==> src/rtl/display_scanner.sv <==
// Binary-to-BCD front end and four-digit multiplexer for a common-anode seven-segment display.
// Anode enables trail the digit code by one cycle to line up with the downstream decoder's registered segments.
module display_scanner #(
  parameter int unsigned REFRESH_DIV = 50000,
  parameter bit          BLANK_LZ    = 1'b1
) (
  input  logic        clk,
  input  logic        rst_n,
  input  logic [13:0] value,
  input  logic        load,
  output logic        busy,
  output logic        overflow,
  output logic [3:0]  number,
  output logic [3:0]  anode
);

  localparam int unsigned    PW         = (REFRESH_DIV > 2) ? $clog2(REFRESH_DIV) : 1;
  localparam logic [PW-1:0]  PRESC_LAST = PW'(REFRESH_DIV - 1);
  localparam logic [13:0]    MAX_VALUE  = 14'd9999;

  localparam logic [1:0] S_IDLE    = 2'd0;
  localparam logic [1:0] S_CONVERT = 2'd1;
  localparam logic [1:0] S_COMMIT  = 2'd2;

  logic [1:0]    state_q,   state_d;
  logic [13:0]   shift_q,   shift_d;
  logic [15:0]   bcd_q,     bcd_d;
  logic [3:0]    bit_cnt_q, bit_cnt_d;
  logic          ovf_q,     ovf_d;
  logic [15:0]   digits_q,  digits_d;
  logic [3:0]    blank_q,   blank_d;
  logic [PW-1:0] presc_q,   presc_d;
  logic [1:0]    idx_q,     idx_d;
  logic [3:0]    number_q,  number_d;
  logic [3:0]    anode_q,   anode_d;
  logic          live_q;

  function automatic logic [15:0] add3(input logic [15:0] b);
    logic [15:0] r;
    r = b;
    for (int i = 0; i < 4; i++) begin
      if (b[4*i +: 4] >= 4'd5) r[4*i +: 4] = b[4*i +: 4] + 4'd3;
    end
    return r;
  endfunction

  // A digit is blanked only when it and every more significant digit are zero.
  function automatic logic [3:0] lz_mask(input logic [15:0] d);
    logic [3:0] m;
    m[3] = (d[15:12] == 4'd0);
    m[2] = m[3] && (d[11:8] == 4'd0);
    m[1] = m[2] && (d[7:4] == 4'd0);
    m[0] = 1'b0;
    return m;
  endfunction

  // NOTE: every variable assigned here gets its current-state default first, so no latch is inferred.
  always_comb begin
    logic [15:0] adj;
    adj       = add3(bcd_q);
    state_d   = state_q;
    shift_d   = shift_q;
    bcd_d     = bcd_q;
    bit_cnt_d = bit_cnt_q;
    ovf_d     = ovf_q;
    digits_d  = digits_q;
    blank_d   = blank_q;
    case (state_q)
      S_IDLE: begin
        if (load) begin
          shift_d   = (value > MAX_VALUE) ? MAX_VALUE : value;
          ovf_d     = (value > MAX_VALUE);
          bcd_d     = 16'd0;
          bit_cnt_d = 4'd0;
          state_d   = S_CONVERT;
        end
      end
      S_CONVERT: begin
        {bcd_d, shift_d} = {adj, shift_q} << 1;
        bit_cnt_d = bit_cnt_q + 4'd1;
        if (bit_cnt_q == 4'd13) state_d = S_COMMIT;
      end
      S_COMMIT: begin
        digits_d = bcd_q;
        blank_d  = BLANK_LZ ? lz_mask(bcd_q) : 4'b0000;
        state_d  = S_IDLE;
      end
      default: state_d = S_IDLE;
    endcase
  end

  // Free-running scan; number picks up a fresh commit in the same cycle it lands.
  always_comb begin
    presc_d  = (presc_q == PRESC_LAST) ? '0 : presc_q + 1'b1;
    idx_d    = (presc_q == PRESC_LAST) ? idx_q + 2'd1 : idx_q;
    number_d = digits_d[{idx_d, 2'b00} +: 4];
    anode_d  = (!live_q || blank_q[idx_q]) ? 4'b1111 : ~(4'b0001 << idx_q);
  end

  // NOTE: all state updates use non-blocking assignments so every register samples pre-edge values.
  always_ff @(posedge clk or negedge rst_n) begin
    if (!rst_n) begin
      state_q   <= S_IDLE;
      shift_q   <= '0;
      bcd_q     <= '0;
      bit_cnt_q <= '0;
      ovf_q     <= 1'b0;
      digits_q  <= '0;
      blank_q   <= {{3{BLANK_LZ}}, 1'b0};
      presc_q   <= '0;
      idx_q     <= '0;
      number_q  <= '0;
      anode_q   <= 4'b1111;
      live_q    <= 1'b0;
    end else begin
      state_q   <= state_d;
      shift_q   <= shift_d;
      bcd_q     <= bcd_d;
      bit_cnt_q <= bit_cnt_d;
      ovf_q     <= ovf_d;
      digits_q  <= digits_d;
      blank_q   <= blank_d;
      presc_q   <= presc_d;
      idx_q     <= idx_d;
      number_q  <= number_d;
      anode_q   <= anode_d;
      live_q    <= 1'b1;
    end
  end

  assign busy     = (state_q != S_IDLE);
  assign overflow = ovf_q;
  assign number   = number_q;
  assign anode    = anode_q;

endmodule

==> config.mk <==
export PLATFORM = sky130hd
export DESIGN_NAME = display_scanner
export DESIGN_NICKNAME = d
export VERILOG_FILES = /design/src/rtl/display_scanner.sv
export SDC_FILE = /design/constraint.sdc
export NUM_CORES = 1
export LEC_CHECK = 0
export ABC_AREA = 1
export BUFFER_PORTS_ARGS = -buffer_cell sky130_fd_sc_hd__buf_4
export CAP_MARGIN = 20
export CORE_MARGIN = 5
export CORE_UTILIZATION = 55
export CTS_BUF_LIST = sky130_fd_sc_hd__clkbuf_4 sky130_fd_sc_hd__clkbuf_8 sky130_fd_sc_hd__clkbuf_16
export DETAILED_ROUTE_END_ITERATION = 6
export PLACE_DENSITY = 0.82
export SLEW_MARGIN = 20
export SYNTH_ARGS = -nofsm -noshare
export SYNTH_HDL_FRONTEND = slang
export SYNTH_SLANG_ARGS = --single-unit
==> constraint.sdc <==
create_clock -name clk -period 1.49 [get_ports clk]
set_input_delay 0.298 -clock clk [delete_from_list [all_inputs] [get_ports clk]]
set_output_delay 0.298 -clock clk [all_outputs]
set_load 0.05 [all_outputs]
# Word-level counts from Yosys, hierarchy flattened

Cells that the tools add are included.

Flip-flop bits (word level): 83
Input bits: 17
Output and inout bits: 10
Word-level logic and storage cells: 67

Add/sub/neg operators: 7
Order comparisons: 6
Equal/unequal tests: 6
Shift-type cells: 2
Muxes and demuxes: 20
Bitwise operators: 1
Reduce and logical (&&, ||, !) cells: 13

Operator list:

| operator                                                               | number |
|---|---|
| 16-bit two-way mux                                                     | 3 |
| 16-bit case mux with 2 select lines                                    | 1 |
| 14-bit two-way mux                                                     | 2 |
| 14-bit case mux with 2 select lines                                    | 1 |
| 4-bit two-way mux                                                      | 5 |
| 16-bit by 1-bit adder with 16-bit output (second input constant)       | 1 |
| 16-bit == test (second input constant)                                 | 1 |
| 4-bit by 3-bit >= comparator with 1-bit output (second input constant) | 4 |
| 16-bit by 5-bit indexed part select with 4-bit output                  | 1 |
| 14-bit greater-than comparator (second input constant)                 | 1 |
| 4-bit by 2-bit adder with 4-bit output (second input constant)         | 3 |
| 4-bit logical NOT                                                      | 3 |
| 4-bit case mux with 2 select lines                                     | 1 |
| 2-bit two-way mux                                                      | 3 |
| 2-bit AND reduction                                                    | 3 |
| 4-bit by 1-bit adder with 4-bit output (second input constant)         | 1 |
| 4-bit == test (second input constant)                                  | 1 |
| 2-bit != test (second input constant)                                  | 2 |
| 4-bit inverter                                                         | 1 |
| 2-bit case mux with 2 select lines                                     | 1 |
| 2-bit nonzero test                                                     | 2 |
| 1-bit by 2-bit left shift with 4-bit output (first input constant)     | 1 |
| 3-bit by 2-bit adder with 3-bit output (second input constant)         | 1 |
| 2-bit by 3-bit < comparator with 1-bit output (second input constant)  | 1 |
| other kinds (10)                                                       | 11 |

# Depth between registers and ports, before layout

Word-level depth: 4
Mapped depth: 10
Mapped depth without buffers: 10

# Worst setup path before layout

No wires, ideal clock.

Path type: reg2reg
Start: register idx_q[0]
End: register number_q[0] (netlist: number[0])
Library setup time: 0.117 ns
Arrival: 1.308 ns
Required time: 1.373 ns
Path slack: 0.064 ns
Cell stages (with the launch flop): 7
Path buffers: 0
Clock period less this slack: 1.426 ns
Cell sequence: dfrtp_1 -> inv_1 -> ha_1 -> nand3_1 -> nand2_1 -> nand3_1 -> nand2_1

Cells in the longest elaborated chain, start to end: 3

RTL lines:

| what                                                  | line | source |
|---|---|---|
| start, declared                                       | 33   | `logic [1:0] idx_q, idx_d;` |
| start signal, assigned                                | 124  | `idx_q <= idx_d;` |
| 2-bit by 1-bit adder with 2-bit output                | 95   | `idx_d = (presc_q == PRESC_LAST) ? idx_q + 2'd1 : idx_q;` |
| 2-bit two-way mux                                     | 95   |  |
| net idx_d[1]                                          | 33   |  |
| 16-bit by 5-bit indexed part select with 4-bit output | 96   | `number_d = digits_d[{idx_d, 2'b00} +: 4];` |
| net number_d[0]                                       | 34   | `logic [3:0] number_q, number_d;` |
| end signal, assigned                                  | 125  | `number_q <= number_d;` |
| end, declared                                         | 34   |  |

The timed path passes the listed nets, and every way through them passes these cells.
A chain may end at the register's enable or synchronous reset.

# Worst setup path in the final report

Start: register presc_q[1]
End: register presc_q[13]

Cells in the longest elaborated chain, start to end: 2
Elaborated cells between the ends (all ways): 3
Classes of those cells: add/sub: 1; eq/ne: 1; mux: 1

RTL lines:

| what                                                                              | line | source |
|---|---|---|
| start, declared                                                                   | 32   | `logic [PW-1:0] presc_q, presc_d;` |
| start signal, assigned                                                            | 123  | `presc_q <= presc_d;` |
| 16-bit by 1-bit adder with 16-bit output / 16-bit == test (equally long branches) | 94   | `presc_d = (presc_q == PRESC_LAST) ? '0 : presc_q + 1'b1;` |
| 16-bit two-way mux *                                                              | 94   |  |
| net presc_d[13]                                                                   | 32   |  |

Mark *: on every way through the listed nets, which the timed path passes. The rest lies on a longest branch.

==> results.json <==
{
  "status": "finished, violations left",
  "violations": "negative setup slack",
  "grt-ovfl-total": 0,
  "die_x_um": 97.74,
  "drive_gt1_share_pct": 26.11,
  "fill_cells": 591,
  "numCtsBuffers": 9,
  "coreArea_um2": 7607,
  "p_int_w": 0.005494,
  "finalHoldViolCount": 0,
  "clockBufferDepth": 2,
  "die_area_um2": 9553,
  "post_synth.cell_area_avg_um2": 8.641,
  "row_count": 32,
  "swShare_pct": 39.40,
  "synthFlopType": "dfrtp_1",
  "ys_warn_count": 0,
  "peakVddDrop_mv": 1.021,
  "place_ws_ns": -0.09553,
  "root_buffer": "clkbuf_8",
  "p_leak_nw": 2.559,
  "fin_nets": 592,
  "grt_pass1_vias": 3518,
  "grt_first_pass_wirelength_um": 15760,
  "maxSlewViolCount": 0,
  "cap_viol_max_count": 0,
  "grt_setup_unrepaired": "true",
  "synth.net_count": 524,
  "routed_via_density": 5.353,
  "setup_ws_ns": -0.002504,
  "fin_crit_sh_pct": 100.2,
  "final_common_cell": "nand2_1",
  "antenna_found_initial": 0,
  "met3_usage_pct": 4.786,
  "synth_top_area_cell": "dfrtp_1",
  "grt_usage_pct": 19.97,
  "clkTransAtPathRegs_ns": 0.08,
  "worstPathArrival_ns": 1.74,
  "drc_errors": 0,
  "drt_pass1_iterations": 5,
  "netlist_area_um2": 4234,
  "yosys_register_bits": 83,
  "critPathLaunchType": "register",
  "cts_max_level": 3,
  "routedWlPerCell_um": 14.44,
  "max_freq_mhz": 670.0,
  "drt-total-wl_um": 9605,
  "fin_crit_ns": 1.493,
  "p_sw_w": 0.003573,
  "crit_path_max_fanout": 8,
  "final_cell_mix": "91 x nand2_1, 75 x dfrtp_1, 60 x buf_4",
  "cpMostUsedCell": "nand2_1",
  "clk_latency_ns": 0.35,
  "ios": 27,
  "setup_viol": 1,
  "cts.sinks": 83,
  "required_ns": 1.74,
  "cellPowerDensity_nw_per_um2": 1759,
  "drt_iter0_drc": 173,
  "synth_edf_count": 0,
  "holdWs_ns": 0.1749,
  "max_stage_delay_ns": 0.40,
  "ys_types": 39,
  "cts_tree": "done",
  "critPathSlowestCell": "dfrtp_1",
  "netlist.area_leader.share_pct": 44.92,
  "vias": 3560,
  "clkPwrFrac_pct": 19.3,
  "area_growth_pct": 21.75,
  "cp_cell_sequence": "ha_4 > nand3_4 > nor2_4 > nand2_4 > buf_4 > nand2_1 > nand2_1 > nand2_1 > inv_1",
  "antenna_left": 0,
  "async_reset_ff_share_pct": 100.0,
  "initial_utilization_pct": 55.66,
  "n_antenna_cell": 0,
  "gr-usage-met1_pct": 26.93,
  "yosysSeqAreaShare_pct": 49.26,
  "hold_path_class": "input pin to register",
  "p_comb_share_pct": 43.2,
  "grt_max_degree": 35,
  "gp_congestion": 0.9077,
  "cp-end-kind": "register",
  "dp_hpwl_um": 6616,
  "netlist_instances": 490,
  "synthTopCellsByArea": "dfrtp_1 45%, nand2_1 8.5%, nand3_1 5.6%",
  "crit_type": "register to register",
  "gr-usage-met2_pct": 31.42,
  "clock_skew_ns": 0.009120,
  "gr-max-usage-layer": "met2",
  "die_height_um": 97.74,
  "io_buffers": 26,
  "p_seq_share_pct": 37.5
}
## kinds of logic after synthesis
| family | count (synthesis) | share of synthesized area [%] |
|---|---|---|
| adders and majority gates | 17 | 5.024 |
| DFF | 83 | 49.26 |
| and+or+nand+nor | 221 | 24.82 |
| other | 1 | 0.08857 |
| buffers and inverters | 76 | 7.713 |
| xor gates and xnor gates | 7 | 1.448 |
| muxes | 1 | 0.2364 |
| AOI/OAI and AO/OA | 84 | 11.41 |
## cell type report
type                    instances  area (um^2)  share of cell area (%)
clock buffers                  12        165.2                   3.204
clock inverters                 4        56.30                   1.092
inverters                      66        249.0                   4.830
multi-input cells             333         1938                   37.60
flip-flops and latches         83         2087                   40.49
well taps                     102        127.6                   2.476
repair buffers                 65        531.8                   10.32
## state kept, by name, indices dropped and copies added, names as in the netlist, 3 cells and up
signal / cells
digits_q: 16
number: 4
anode: 4
bcd_q: 16
presc_q: 16
blank_q: 3
bit_cnt_q: 4
shift_q: 14
## power groups by stage
| stage | Combinational (W) | Clock, W | Sequential (W) |
|---|---|---|---|
| after global routing | 0.00439 | 0.00187 | 0.00348 |
| final | 0.00391 | 0.00175 | 0.00340 |
| after global placement | 0.00334 | 0 | 0.00339 |
| after detailed placement | 0.00350 | 0 | 0.00342 |
| after floorplan | 0.00236 | 0 | 0.00350 |
| after CTS | 0.00361 | 0.00177 | 0.00338 |
## synthesized netlist by cell type (6+ instances only)
library cell,number
a21oi_1,13
dfrtp_1,76
dfstp_2,7
ha_1,17
inv_1,58
inv_2,7
nand2_1,96
nand3_1,47
nor2_1,37
o211ai_1,6
o21ai_0,27
o21ai_1,22
or2_1,11
or2_2,6
xor2_1,7
## through the flow
stage                 TNS, ns  util [%]  instances  instance area, um^2  total power, W
global placement            0     61.68        633                 4692        0.006731
CTS                         0     65.02        652                 4946        0.008754
finish              -0.002504     67.76        665                 5155        0.009067
global route          -0.7460     67.76        665                 5155        0.009730
detailed placement    -0.1935     61.68        633                 4692        0.006923
floorplan                   0         -        490                 4234        0.005858
## layer usage
layer	vias up	share of wire (%)
li1	1728	-
met1	1687	44
met2	120	49
met3	25	5.4
met4	0	2.2
met5	-	0
## repair_timing
item                                   4_1_cts  5_1_grt
gates resized for setup                      6       29
buffers inserted                             2       11
pin swaps                                    1        7
setup endpoints to repair                    8       18
endpoints found under the hold margin       24        0
hold buffers                                 1        0
cloned                                       0        2
## worst max-delay path, delay by kind of cell, from the launching register on
family / cells / cell delay, ns
buffers and inverters: 2 / 0.21
AND/OR/NAND/NOR: 6 / 0.61
adder cells (fa/ha/maj): 1 / 0.18
flip-flops: 1 / 0.40
## worst paths after layout
| check | depth (start not counted) | end | from | slack, ns |
|---|---|---|---|---|
| hold reg to reg | 2 | blank_q[2] | blank_q[2] | 0.49 |
| setup reg to reg | 9 | presc_q[13] | presc_q[1] | -0.003 |
| min in group asynchronous | 2 | digits_q[8] | rst_n | 0.43 |
| setup / recovery | 9 | presc_q[13] | presc_q[1] | -0.003 |
| hold / removal | 3 | shift_q[12] | value[12] | 0.17 |
| max in group asynchronous | 3 | presc_q[1] | rst_n | 0.52 |
Note: power is estimated with default switching activity, not from simulation.
